`src/rtl/cpu_mem_pkg.sv`:
```
// cpu_mem_pkg: shared types and byte-lane merge for the CPU data-memory path.
package cpu_mem_pkg;
    localparam int BE_W = 4;
    typedef struct packed {
        logic [31:0]     addr;
        logic [BE_W-1:0] be;
        logic [31:0]     data;
        logic            valid;
    } sb_entry_t;
    function automatic logic [31:0] be_merge(input logic [31:0] old_w, input logic [31:0] new_w,
                                             input logic [BE_W-1:0] be);
        logic [31:0] r;
        r = old_w;
        for (int i = 0; i < BE_W; i++)
            if (be[i]) r[8*i +: 8] = new_w[8*i +: 8];
        return r;
    endfunction
endpackage

```
`src/rtl/store_buffer.sv`:
```
// store_buffer: posted-store FIFO in front of the data memory.
// Loads take the memory port first and see buffered stores forwarded per byte.
module store_buffer
    import cpu_mem_pkg::*;
#(
    parameter int DEPTH = 4,
    parameter int AW    = 12
) (
    input  logic                       clk,
    input  logic                       reset,
    input  logic                       st_valid,
    output logic                       st_ready,
    input  logic [31:0]                st_addr,
    input  logic [3:0]                 st_be,
    input  logic [31:0]                st_wdata,
    input  logic                       ld_valid,
    input  logic [31:0]                ld_addr,
    output logic [31:0]                ld_rdata,
    output logic [AW-1:0]              mem_addr,
    output logic [31:0]                mem_wd,
    output logic                       mem_we,
    input  logic [31:0]                mem_rdata,
    output logic                       empty,
    output logic [$clog2(DEPTH+1)-1:0] count
);
    localparam int PW = $clog2(DEPTH);
    localparam int CW = $clog2(DEPTH+1);

    sb_entry_t     buf_q [DEPTH];
    sb_entry_t     buf_d [DEPTH];
    sb_entry_t     head_e;
    logic [PW-1:0] head_q, head_d, tail_q, tail_d, idx;
    logic [CW-1:0] count_q, count_d;
    logic [AW-1:0] ld_word, st_word;
    logic          push, pop;
    logic          unused_ok;

    assign unused_ok = ^{st_addr[31:AW+2], st_addr[1:0], ld_addr[31:AW+2], ld_addr[1:0]};

    always_comb begin
        ld_word  = ld_addr[AW+1:2];
        st_word  = st_addr[AW+1:2];
        head_e   = buf_q[head_q];
        count    = count_q;
        empty    = count_q == '0;
        st_ready = count_q != CW'(DEPTH);
        push     = st_valid && st_ready && st_be != '0;
        pop      = !ld_valid && !empty;
        mem_we   = pop;
        mem_addr = ld_valid ? ld_word : pop ? head_e.addr[AW-1:0] : '0;
    end

    // Walk entries oldest to youngest so the youngest store wins each byte.
    always_comb begin
        mem_wd   = pop ? be_merge(mem_rdata, head_e.data, head_e.be) : '0;
        ld_rdata = mem_rdata;
        idx      = head_q;
        for (int i = 0; i < DEPTH; i++) begin
            idx = head_q + PW'(i);
            if (CW'(i) < count_q && buf_q[idx].valid && buf_q[idx].addr == 32'(ld_word))
                ld_rdata = be_merge(ld_rdata, buf_q[idx].data, buf_q[idx].be);
        end
    end

    always_comb begin
        buf_d = buf_q;
        if (pop) buf_d[head_q].valid = 1'b0;
        if (push) buf_d[tail_q] = '{addr: 32'(st_word), be: st_be, data: st_wdata, valid: 1'b1};
        head_d  = head_q + PW'(pop);
        tail_d  = tail_q + PW'(push);
        count_d = count_q + CW'(push) - CW'(pop);
    end

    always_ff @(posedge clk) begin
        if (reset) begin
            head_q  <= '0;
            tail_q  <= '0;
            count_q <= '0;
            for (int i = 0; i < DEPTH; i++) buf_q[i] <= '0;
        end else begin
            head_q  <= head_d;
            tail_q  <= tail_d;
            count_q <= count_d;
            buf_q   <= buf_d;
        end
    end
endmodule

```
`config.mk`:
```
export PLATFORM = sky130hd
export DESIGN_NAME = store_buffer
export DESIGN_NICKNAME = d
export VERILOG_FILES = /design/src/rtl/cpu_mem_pkg.sv /design/src/rtl/store_buffer.sv
export SDC_FILE = /design/constraint.sdc
export NUM_CORES = 1
export LEC_CHECK = 0
export CELL_PAD_IN_SITES_DETAIL_PLACEMENT = 1
export CELL_PAD_IN_SITES_GLOBAL_PLACEMENT = 2
export CORE_ASPECT_RATIO = 0.6
export CORE_MARGIN = 2
export CORE_UTILIZATION = 35
export DETAILED_ROUTE_END_ITERATION = 6
export PLACE_DENSITY = 0.87
export SLEW_MARGIN = 20
export SYNTH_ARGS = -nofsm -noshare
export SYNTH_HDL_FRONTEND = slang
export SYNTH_SLANG_ARGS = --single-unit
```
`constraint.sdc`:
```
create_clock -name clk -period 8.2 [get_ports clk]
set_clock_uncertainty 0.15 [all_clocks]
set_input_delay 1.64 -clock clk [delete_from_list [all_inputs] [get_ports clk]]
set_output_delay 1.64 -clock clk [all_outputs]
set_load 0.02 [all_outputs]
```
* Word level (Yosys, flattened, before mapping)
Index checks and enable logic that the tools add are counted.
** Storage, ports and cells
- Register bits after elaboration :: 283
- Bits of input ports :: 136
- Output and inout port bits :: 82
- Word-level logic and storage cells :: 107
** Cells by class
- Add/sub/neg operators :: 7
- Order comparisons :: 11
- Equal/unequal tests :: 5
- Multiplexer cells :: 43
- Bitwise gates (word level) :: 5
- Reduce and logical (&&, ||, !) cells :: 17
** Operator list (number)
- 69-bit 2-to-1 mux :: 9
- 69-bit binary-select mux with 2-bit select :: 4
- 276-bit bitwise mux :: 2
- 276-bit 2-to-1 mux :: 2
- 69-bit demux with 2-bit select :: 2
- 32-bit 2-to-1 mux :: 5
- 32-bit by 12-bit == test with 1-bit output :: 4
- 8-bit 2-to-1 mux :: 16
- 12-bit 2-to-1 mux :: 2
- 3-bit greater-or-equal comparator (second input constant) :: 5
- 2-bit NOT with 3-bit output :: 5
- 1-bit logical AND :: 13
- 1-bit by 3-bit < comparator with 1-bit output (first input constant) :: 2
- 2-bit by 3-bit < comparator with 1-bit output (first input constant) :: 2
- 3-bit by 1-bit < comparator with 1-bit output (second input constant) :: 2
- 2-bit by 1-bit adder with 2-bit output :: 2
- 2-bit adder (second input constant) :: 2
- 4-bit nonzero test :: 1
- 3-bit by 1-bit adder with 3-bit output :: 1
- 3-bit zero test :: 1
- 3-bit inequality test (second input constant) :: 1
- 3-bit by 1-bit subtractor with 3-bit output :: 1
- 2-bit by 1-bit adder with 2-bit output (second input constant) :: 1
- 1-bit zero test :: 2
- 1-bit 2-to-1 mux :: 1

* Longest topological paths before layout
- Depth after elaboration :: 13
- Mapped depth :: 21
- Depth with buffers taken out :: 10

* Worst setup path before layout
OpenSTA, ideal clock, no wires.
- Kind :: flip-flop to output port
- From :: register head_q[1]
- To :: output port ld_rdata[28]
- Arrival :: 5.201 ns
- Required time :: 6.410 ns
- Setup slack :: 1.209 ns
- Stages on the path, launching flop included :: 22
- Path buffers :: 12
- Cell sequence :: dfxtp_1 > buf_4 > buf_4 > buf_4 > buf_4 > buf_2 > buf_4 > buf_2 > buf_4 > inv_1 > ha_1 > buf_6 > buf_12 > buf_2 > mux4_2 > xnor2_1 > nand3_1 > nor4_4 > buf_6 > and2_1 > o32ai_2 > mux2i_1
** Between the ends
- Word-level cells in the longest chain between the ends :: 13
- Elaborated cells between the ends (all ways) :: 39
- Classes of those cells :: add/sub: 3; eq/ne: 4; mux: 20; bitwise: 4; reduce/logical: 8
** Ends and longest elaborated chain
- start, declared :: RTL line store_buffer.sv:32 : logic [PW-1:0] head_q, head_d, tail_q, tail_d, idx;
- start signal, assigned :: RTL line store_buffer.sv:76 : head_q <= '0;
- start signal, assigned :: RTL line store_buffer.sv:81 : head_q <= head_d;
- branches (longest 12 deep; another with 2-bit by 1-bit adder with 2-bit output)
- 32-bit 2-to-1 mux (*) :: RTL line store_buffer.sv:60 : if (CW'(i) < count_q && buf_q[idx].valid && buf_q[idx].addr == 32'(ld_word))
- end, declared :: RTL line store_buffer.sv:18 : output logic [31:0] ld_rdata,
Mark *: on every way between the ends. The select of a mux whose other input is x is not followed.

* Worst setup path in the final report
- From :: input port ld_addr[6]
- To :: output port ld_rdata[28]
** Between the ends
- Word-level cells in the longest chain between the ends :: 9
- Elaborated cells between the ends (all ways) :: 15
- Classes of those cells :: eq/ne: 4; mux: 7; reduce/logical: 4
** Ends and longest elaborated chain
- start, declared :: RTL line store_buffer.sv:17 : input logic [31:0] ld_addr,
- 32-bit by 12-bit == test with 1-bit output :: RTL line store_buffer.sv:60
- 1-bit logical AND :: RTL line store_buffer.sv:60
- 32-bit 2-to-1 mux :: RTL line store_buffer.sv:60
- 8-bit 2-to-1 mux :: RTL line cpu_mem_pkg.sv:15 : if (be[i]) r[8*i +: 8] = new_w[8*i +: 8];
- 32-bit 2-to-1 mux :: RTL line store_buffer.sv:60
- 8-bit 2-to-1 mux :: RTL line cpu_mem_pkg.sv:15
- 32-bit 2-to-1 mux :: RTL line store_buffer.sv:60
- 8-bit 2-to-1 mux :: RTL line cpu_mem_pkg.sv:15
- 32-bit 2-to-1 mux (*) :: RTL line store_buffer.sv:60
Every way passes the cells marked *; elsewhere a longest branch is shown, timed or not.

==> impl_metrics.csv <==
group,metric,value,unit
pwr,p_leak,0.00578,uW
pwr,p_sw,1690,uW
global_route,grt-ovfl-total,0,
global_route,antenna_found_initial,2,
yosys,synth_area_leaders,"dfxtp_1, mux4_2, nand2_1",
timing,rsz0062_at_grt,"no",
timing,setup_viol,0,
clock_tree,tritoncts,"done",
worst_setup_path,path_buf_inv,3,
yosys,syn_area,15500,um^2
outcome,run_status,"finished, violations left",
worst_setup_path,setup.worst_path.start_class,"input pin",
clock_tree,hold_buffers,0,
layout,syn_to_final_growth,18.4,%
worst_setup_path,worstSetupEndpointType,"output pin",
pwr,ir_worst_vdd,0.000208,V
worst_setup_path,cp_data_required_time,6.41,ns
layout,drive_gt1_frac,0.171,
yosys,async_reset_ff_frac,0,
layout,multi_input_area,10500,um^2
floorplan,start_util,0.357,
clock_tree,root_buffer,"clkbuf_16",
layout,layout_common_cells,"nand2_1, dfxtp_1, a21oi_1",
floorplan,rows,59,
route,viasPerCell,6.15,
job,timing.max_cap.violations,0,
place,gp_congestion,0.862,
route,first_iter_violations,1442,
yosys,syn_nets,1820,
layout,fin_nets,1900,
floorplan,die-area,46100,um^2
clock_tree,cts.sinks,203,
yosys,syn_area_per_cell,9.28,um^2
yosys,yosys_warnings,0,
route,wirelength,59500,um
global_route,grt_pass1_wl,90800,um
pwr,pwr-share-comb,0.435,
route,drt_pass1_iterations,7,
floorplan,io_pins,218,
floorplan,die_y,167,um
yosys,ys_types,64,
timing,final_hold_viol_count,0,
layout,mostFrequentLayoutCell,"nand2_1",
timing,fin_ws,0.358,ns
worst_setup_path,slowest_delay,0.71,ns
route,routedWlPerCell,25.3,um
floorplan,core_area,43600,um^2
pwr,p_int,2580,uW
yosys,ys_ff_latch,203,
global_route,grt_max_degree,119,
clock_tree,clock_latency,0.54,ns
yosys,synth_ff_type,"dfxtp_1",
yosys,synth-edff-count,0,
yosys,netlist.area_leader.share,0.262,
yosys,netlist_instances,1673,
pwr,finalPower,4260,uW
floorplan,die_x,276,um
clock_tree,clk_pin_slew,0.07,ns
worst_setup_path,cp_top_family,"simple AND/OR/NAND/NOR gates",
worst_setup_path,worstPathCellList,"clkdlybuf4s50_1 -> xnor2_1 -> nand2_1 -> mux4_1 -> or4bb_1 -> nor4b_1 -> and2_1 -> buf_4 -> mux2i_1 -> clkdlybuf4s50_1",
timing,fmax,128,MHz
route,drtAntennaViolNets,0,
pwr,p_seq_frac,0.291,
timing,tightestPinTransition,1.02,ns
outcome,violations,"design-rule violations",
place,place_ws,0.513,ns
timing,fin_crit,7.84,ns
pwr,swShare,0.395,
clock_tree,cts_setup_buffers,0,
clock_tree,cts_buffer_depth,3,
pwr,pwr-share-clk,0.274,
global_route,track_usage,0.255,
worst_setup_path,path_class,"input pin to output pin",
yosys,ys_seq_area_frac,0.262,
timing,setup_tns,0,ns
worst_hold_path,hold_class,"flop to flop",
worst_setup_path,arrival,6.05,ns
place,port-buffer-count,177,
pwr,p_per_area,232,nW/um^2
timing,slew_viol_final,0,
timing,slew_headroom,0.322,
yosys,synth_area_leader_cell,"dfxtp_1",
clock_tree,cts_buffers,24,
layout,fill_cells,4954,
layout,seq_area,4070,um^2
timing,period_share,0.956,
worst_setup_path,path_max_fanout,6,
worst_setup_path,slowest_stage,"clkdlybuf4s50_1",
clock_tree,h-tree-depth,1,
global_route,grt_pass1_vias,14625,
place,dp_hpwl,40300,um
worst_setup_path,cpMostUsedCell,"clkdlybuf4s50_1",
route,vias,14451,
clock_tree,postCtsResizedCells,0,
route,post-route-drc-count,18,
==> routing by layer <==
layer  wire length, um  part of all wire  track usage  up-vias
met3              4540             0.076       0.0578      114
li1                  -                 -            -     6299
met4              1770             0.030       0.0783        0
met2             26900              0.45        0.386      543
met1             26300              0.44        0.361     7495
met5                 0                 0            0        -
==> stage by stage <==
step	cells	utilization	area (um^2)	hold slack, ns
after floorplan	1673	-	15500	0.310
after global placement	2306	0.403	17600	0.326
after detailed placement	2306	0.403	17600	0.339
after CTS	2348	0.422	18400	0.348
after global routing	2349	0.422	18400	0.373
final	2351	0.422	18400	0.348
==> worst register-to-register path: cells and delay by family (launching register included) <==
kind	cells	cell delay, ns
adder cells (fa/ha/maj)	3	0.81
flip-flops	1	0.52
buffers and inverters	4	0.84
XOR/XNOR	1	0.16
AND/OR/NAND/NOR	3	0.48
==> cell type report <==
class,count,share of cell area
Clock inverter,8,0.00762
Timing Repair Buffer,214,0.113
Clock buffer,34,0.0369
Antenna cell,3,0.000408
Tap cell,579,0.0394
Inverter,59,0.0120
Sequential cell,203,0.221
Multi-Input combinational cell,1251,0.569
==> sequential cells by signal, indices dropped and copies added (netlist names) <==
register / flops
buf_q: 196
head_q: 2
tail_q: 2
count: 3
==> cell families after synthesis <==
logic type,count (synthesis),share of synthesized area
xor+xnor,60,0.0367
mux,261,0.324
compound gates,308,0.121
fa+ha+maj,11,0.00935
simple gates,611,0.179
flops,203,0.262
buf+inv,219,0.0679
==> cell usage after synthesis (29+ instances only) <==
cell type / count
a211oi_1: 29
a21oi_1: 200
clkbuf_1: 88
dfxtp_1: 203
inv_1: 58
mux2i_1: 62
mux4_2: 169
nand2_1: 417
nand3_1: 41
nor2_1: 39
nor4_1: 30
xnor2_1: 51
==> worst paths after layout <==
check                                             start                      end  slack [ns]  depth (start not counted)
worst max-delay path                         ld_addr[6]             ld_rdata[28]        0.36                         10
worst min-delay path            buf_q[101]$_SDFFE_PP0P_  buf_q[101]$_SDFFE_PP0P_        0.35                          2
worst max register to register      count[2]$_SDFF_PP0_      count[2]$_SDFF_PP0_        5.10                         11
worst min register to register  buf_q[101]$_SDFFE_PP0P_  buf_q[101]$_SDFFE_PP0P_        0.35                          2
==> power by group through the flow <==
stage               sequential [uW]  combinational (uW)  clock [uW]
finish                         1240                1860        1170
global route                   1260                1960        1220
CTS                            1240                1850        1180
detailed placement             1260                1840           0
global placement               1240                1790           0
floorplan                      1160                1380           0
(Power assumes the default switching activity.)
==> RTL change 1 (same flow settings) <==
Set the parameter `AW` to 11 (it was 12).
--- a/src/rtl/store_buffer.sv
+++ b/src/rtl/store_buffer.sv
@@ -6,3 +6,3 @@
     parameter int DEPTH = 4,
-    parameter int AW    = 12
+    parameter int AW    = 11
 ) (
Interface: changed (resized mem_addr); port bits go from 218 to 217. No check against the original RTL was run, so the function may have changed too.
==> RTL change 1 against the unedited design <==
Synthesized area shrank 4.8%. Critical path depth unchanged. Sequential cell count decreased by 4. Combinational power decreased by 5%. Design area shrank 4.4%. Worst setup slack improved by 310 ps. Sequential power fell by 6%. Wire length down 9.4%. Via count shrank 7.6%. Hold slack gained 6.4 ps. Die area fell by 4.7%. Final cell count fell by 2.2%. Power down 9.2%.
==> RTL change 1: results (changes against the unedited design) <==
numCtsBuffers: 17  # -29%
post-place-cells: 2266  # -1.7%
pre_cts_ws_ps: 678.8  # +165.4 ps
drtIter0Drc: 915  # -37%
gp_congestion: 0.8339  # -3.3%
final_nets: 1862  # -2.0%
clk_path_buf_depth: 2  # -1
antenna_found_initial: 3  # +1
intPower_uw: 2340  # -9.2%
worst_setup_path_startpoint: "ld_addr[12]"
fin_crit_sh: 0.9185  # -0.03791
largest_reg_flops: 192  # -2.0%
ys_top_cells_by_count: "415 x nand2_1, 205 x a21oi_1, 199 x dfxtp_1"
cp_max_fo: 9  # +3
grtUsageTotal: 0.2444  # -0.01044
ys_seq_area_frac: 0.2696  # +0.007853
dp_hpwl_um: 35660  # -12%
crit_arrival_ps: 5740  # -310 ps
r2r-start: "count[1]$_SDFF_PP0_"
wl_um: 53890  # -9.4%
cp-endpoint: "ld_rdata[9]"
first_global_vias: 13928  # -4.8%
vdd.ir_drop.worst_v: 0.0001721  # -17%
grt_pass1_wl_um: 83810  # -7.7%
synth_area_leaders: "dfxtp_1 27%, mux4_2 25%, nand2_1 11%"
via_count: 13355  # -7.6%
regToRegSetupSlack_ps: 4840  # -260 ps
status: "finished clean"
vias_per_cell: 5.809  # -5.5%
tightest_slew_ps: 1045  # +27.90 ps
post_synth_num_cell_types: 62  # -3.1%
numPortBuffers: 174  # -1.7%
cts_max_level: 4  # +3
placedInstanceArea_mm2: 0.01696  # -3.4%
synthCells: 1622  # -3.0%
grt_max_degree: 126  # +5.9%
insertion_delay_ps: 450  # -90 ps
[RTL change 1: changes by cell type after synthesis, moves of 18 or more]
cell,before,now
mux2_2,12,59
inv_1,58,25
nand3_1,41,12
nor4_1,30,2
mux2i_1,62,89
nand2b_1,1,28
a211oi_1,29,11
[RTL change 1: final cells by class]
cell class | instances | area (um2)
Fill cell | 4781 | 24220
Tap cell | 570 | 713.2
Inverter | 26 | 97.59
Multi-Input combinational cell | 1259 | 10120
Antenna cell | 1 | 2.502
Sequential cell | 199 | 3991
Timing Repair Buffer | 212 | 2032
Clock inverter | 12 | 165.2
Clock buffer | 20 | 456.7
[RTL change 1: kinds of logic after synthesis]
kind of cell    Yosys count  synth area share
compound gates          278            0.1115
xor+xnor                 49           0.02904
fa+ha+maj                11          0.009821
buf+inv                 164           0.04936
flops                   199            0.2696
mux                     311            0.3529
simple gates            610            0.1779
[RTL change 1: routing by layer]
layer / up-vias / wire [um] / global-route usage / share of wire
li1: 6026 / - / - / -
met3: 55 / 2930 / 0.03514 / 0.054
met1: 6877 / 24630 / 0.3408 / 0.46
met4: 0 / 855 / 0.05429 / 0.016
met2: 397 / 25470 / 0.4034 / 0.47
met5: - / 0 / 0 / 0
[RTL change 1: power by group through the flow]
stage / combinational, uW / clock, uW / sequential (uW)
6_report: 1770 / 922 / 1170
5_1_grt: 1900 / 974 / 1190
4_1_cts: 1790 / 938 / 1170
3_5_place_dp: 1780 / 0 / 1190
3_3_place_gp: 1740 / 0 / 1180
2_1_floorplan: 1310 / 0 / 1140
[RTL change 1: how the worst min path moves through the flow]
stage	endpoint	slack [ps]	start	cells after the start
2_1_floorplan	buf_q[102]$_SDFFE_PP0P_	310	buf_q[102]$_SDFFE_PP0P_	2
3_3_place_gp	buf_q[236]$_SDFFE_PP0P_	330	buf_q[236]$_SDFFE_PP0P_	2
3_5_place_dp	buf_q[211]$_SDFFE_PP0P_	340	buf_q[211]$_SDFFE_PP0P_	2
4_1_cts	buf_q[211]$_SDFFE_PP0P_	350	buf_q[211]$_SDFFE_PP0P_	2
5_1_grt	buf_q[4]$_SDFFE_PP0P_	380	buf_q[4]$_SDFFE_PP0P_	2
6_report	buf_q[82]$_SDFFE_PP0P_	350	buf_q[82]$_SDFFE_PP0P_	2
[RTL change 1: per-stage QoR]
step                      hold WS (ps)    util
after floorplan                  312.5       -
after global placement           325.7  0.4056
after detailed placement         343.5  0.4056
after CTS                        353.5  0.4205
after global routing             378.5  0.4206
final                            354.4  0.4206
[RTL change 1: worst max-delay path, cell delays in order]
cell             delay (ps)
clkdlybuf4s50_1         680
xor2_1                  260
o32ai_1                 370
nand4_1                 140
nor3_1                  530
nor2_1                  200
o211ai_1                810
nor2_1                  150
a211oi_1                290
clkdlybuf4s50_1         660
==> RTL change 2 (same flow settings) <==
Made on the original files. Register the output `count`, cleared by the reset; this adds one clock of latency there. The other outputs are not delayed to match.
--- a/src/rtl/store_buffer.sv
+++ b/src/rtl/store_buffer.sv
@@ -28,2 +28,4 @@
 
+    logic [$clog2(DEPTH+1)-1:0] count_c;
+
     sb_entry_t     buf_q [DEPTH];
@@ -43,3 +45,3 @@
         head_e   = buf_q[head_q];
-        count    = count_q;
+        count_c  = count_q;
         empty    = count_q == '0;
@@ -86,2 +88,10 @@
     end
+    always_ff @(posedge clk) begin
+        if (reset) begin
+            count <= '0;
+        end else begin
+            count <= count_c;
+        end
+    end
+
 endmodule
Check against the original RTL: not equivalent (Yosys sat finds a counterexample within 4 cycles, from zero or initial values and one cycle with reset high).
==> RTL change 2 against the unedited design <==
Die area down 4.6%. Sequential cell count up 3. Design area down 3.6%. Largest power group unchanged. Synthesized area down 4.7%. Power down 3.9%. Worst setup slack better by 690 ps. Wire length down 11%. Clock power about the same.
==> RTL change 2: results (changes against the unedited design) <==
status: "finished clean"
crit_family: "buffers and inverters"
post_synth_num_cell_types: 44  # -31%
synth_area_leaders: "mux4_2 29%, dfxtp_1 28%, nand2_1 11%"
path_clk_slew_ps: 60
tightest_slew_ps: 1050  # +32.87 ps
root_buffer: "clkbuf_16"
dp_hpwl_um: 34740  # -14%
grt_pass1_wl_um: 81780  # -10%
grt_max_degree: 128  # +7.6%
cp_slowest_cell: "and4_2"
clk_path_buf_depth: 3  # unchanged
p_leak_uw: 0.005627  # -2.6%
grtUsageMet2: 0.3845  # -0.001706
vdd.ir_drop.worst_v: 0.0001529  # -26%
largest_reg_flops: 196  # unchanged
postCtsSetupBuffers: 0  # unchanged
grt_use_met1: 0.3251  # -0.03604
numPortBuffers: 177  # unchanged
wl_per_cell_um: 23.23  # -8.2%
gp_congestion: 0.8649  # +0.34%
final_cells: 2270  # -3.4%
ys_seq_area_frac: 0.2785  # +0.01684
ys.flop_type: "dfxtp_1"
async_flop_share: 0  # unchanged
placedInstanceArea_mm2: 0.01687  # -4.0%
final_nets: 1824  # -4.0%
post-place-cells: 2222  # -3.6%
synthCells: 1594  # -4.7%
numCtsBuffers: 23  # -4.2%
synth_fp_nets: 1741  # -4.3%
insertion_delay_ps: 530
grtUsageTotal: 0.2385  # -0.01631
crit_arrival_ps: 5360  # -690 ps
cp_max_fo: 18  # +12
via_count: 13280  # -8.1%
firstDrtPassIters: 4  # -3
largest_register: "buf_q"
first_global_vias: 13635  # -6.8%
antenna_found_initial: 6  # +4
ys_top_cells_by_count: "440 x nand2_1, 209 x a21oi_1, 206 x dfxtp_1"
cts_max_level: 1  # unchanged
ys.warnings.count: 0  # unchanged
nFillCells: 4688  # -5.4%
gr-usage-met3: 0.04278  # -0.01501
slowest_delay_ps: 820  # +110 ps
multi_input_area_mm2: 0.009829  # -6.1%
drtIter0Drc: 1045  # -28%
drive_above_1_share: 0.1930  # +0.02232
==> RTL change 2: final cells by class <==
class	instances	area share
inverter	45	0.009533
clock buffer	28	0.03524
antenna	6	0.0008473
multi-input combinational	1194	0.5547
sequential	206	0.2332
clock inverter	14	0.01207
timing repair buffer	207	0.1142
tap	570	0.04025
==> RTL change 2: power by group <==
| group | internal [uW] | switching, uW | leakage (uW) | total [uW] |
|---|---|---|---|---|
| combinational | 776 | 938 | 0.00355 | 1710 |
| sequential | 1090 | 118 | 0.00167 | 1210 |
| clock | 704 | 470 | 0.000403 | 1170 |
| total | 2570 | 1530 | 0.00563 | 4100 |
==> RTL change 2: per-layer routing <==
metal,part of all wire,vias to the layer above
li1,-,5924
met1,0.44,6798
met2,0.47,472
met3,0.064,86
met4,0.026,0
met5,0,-
==> RTL change 2: worst reg2reg max path, delay by kind of cell, from the launching register on <==
| kind | cells | cell delay, ps |
|---|---|---|
| xor gates and xnor gates | 1 | 160 |
| DFF | 1 | 360 |
| and+or+nand+nor | 3 | 890 |
| adders and majority gates | 3 | 840 |
| buffers and inverters | 4 | 1020 |
==> RTL change 2: kinds of logic after synthesis <==
| logic type | share of synthesized area |
|---|---|
| mux | 0.3365 |
| xor+xnor | 0.03076 |
| flops | 0.2785 |
| simple gates | 0.1620 |
| buf+inv | 0.06076 |
| fa+ha+maj | 0.009803 |
| compound gates | 0.1216 |
==> RTL change 2: stage by stage <==
step / power [uW] / setup WS, ps
2_1_floorplan: 2484 / 1698
3_3_place_gp: 2898 / 1094
3_5_place_dp: 2955 / 1029
4_1_cts: 4139 / 1014
5_1_grt: 4303 / 829.4
6_report: 4096 / 1052
==> RTL change 2: worst paths after layout <==
path | startpoint | end | cells past startpoint | slack (ps)
worst max-delay path | ld_addr[12] | ld_rdata[0] | 8 | 1050
worst min-delay path | buf_q[214]$_SDFFE_PP0P_ | buf_q[214]$_SDFFE_PP0P_ | 2 | 340
worst max register to register | count_c[1]$_SDFF_PP0_ | count_c[2]$_SDFF_PP0_ | 11 | 4620
worst min register to register | buf_q[214]$_SDFFE_PP0P_ | buf_q[214]$_SDFFE_PP0P_ | 2 | 340
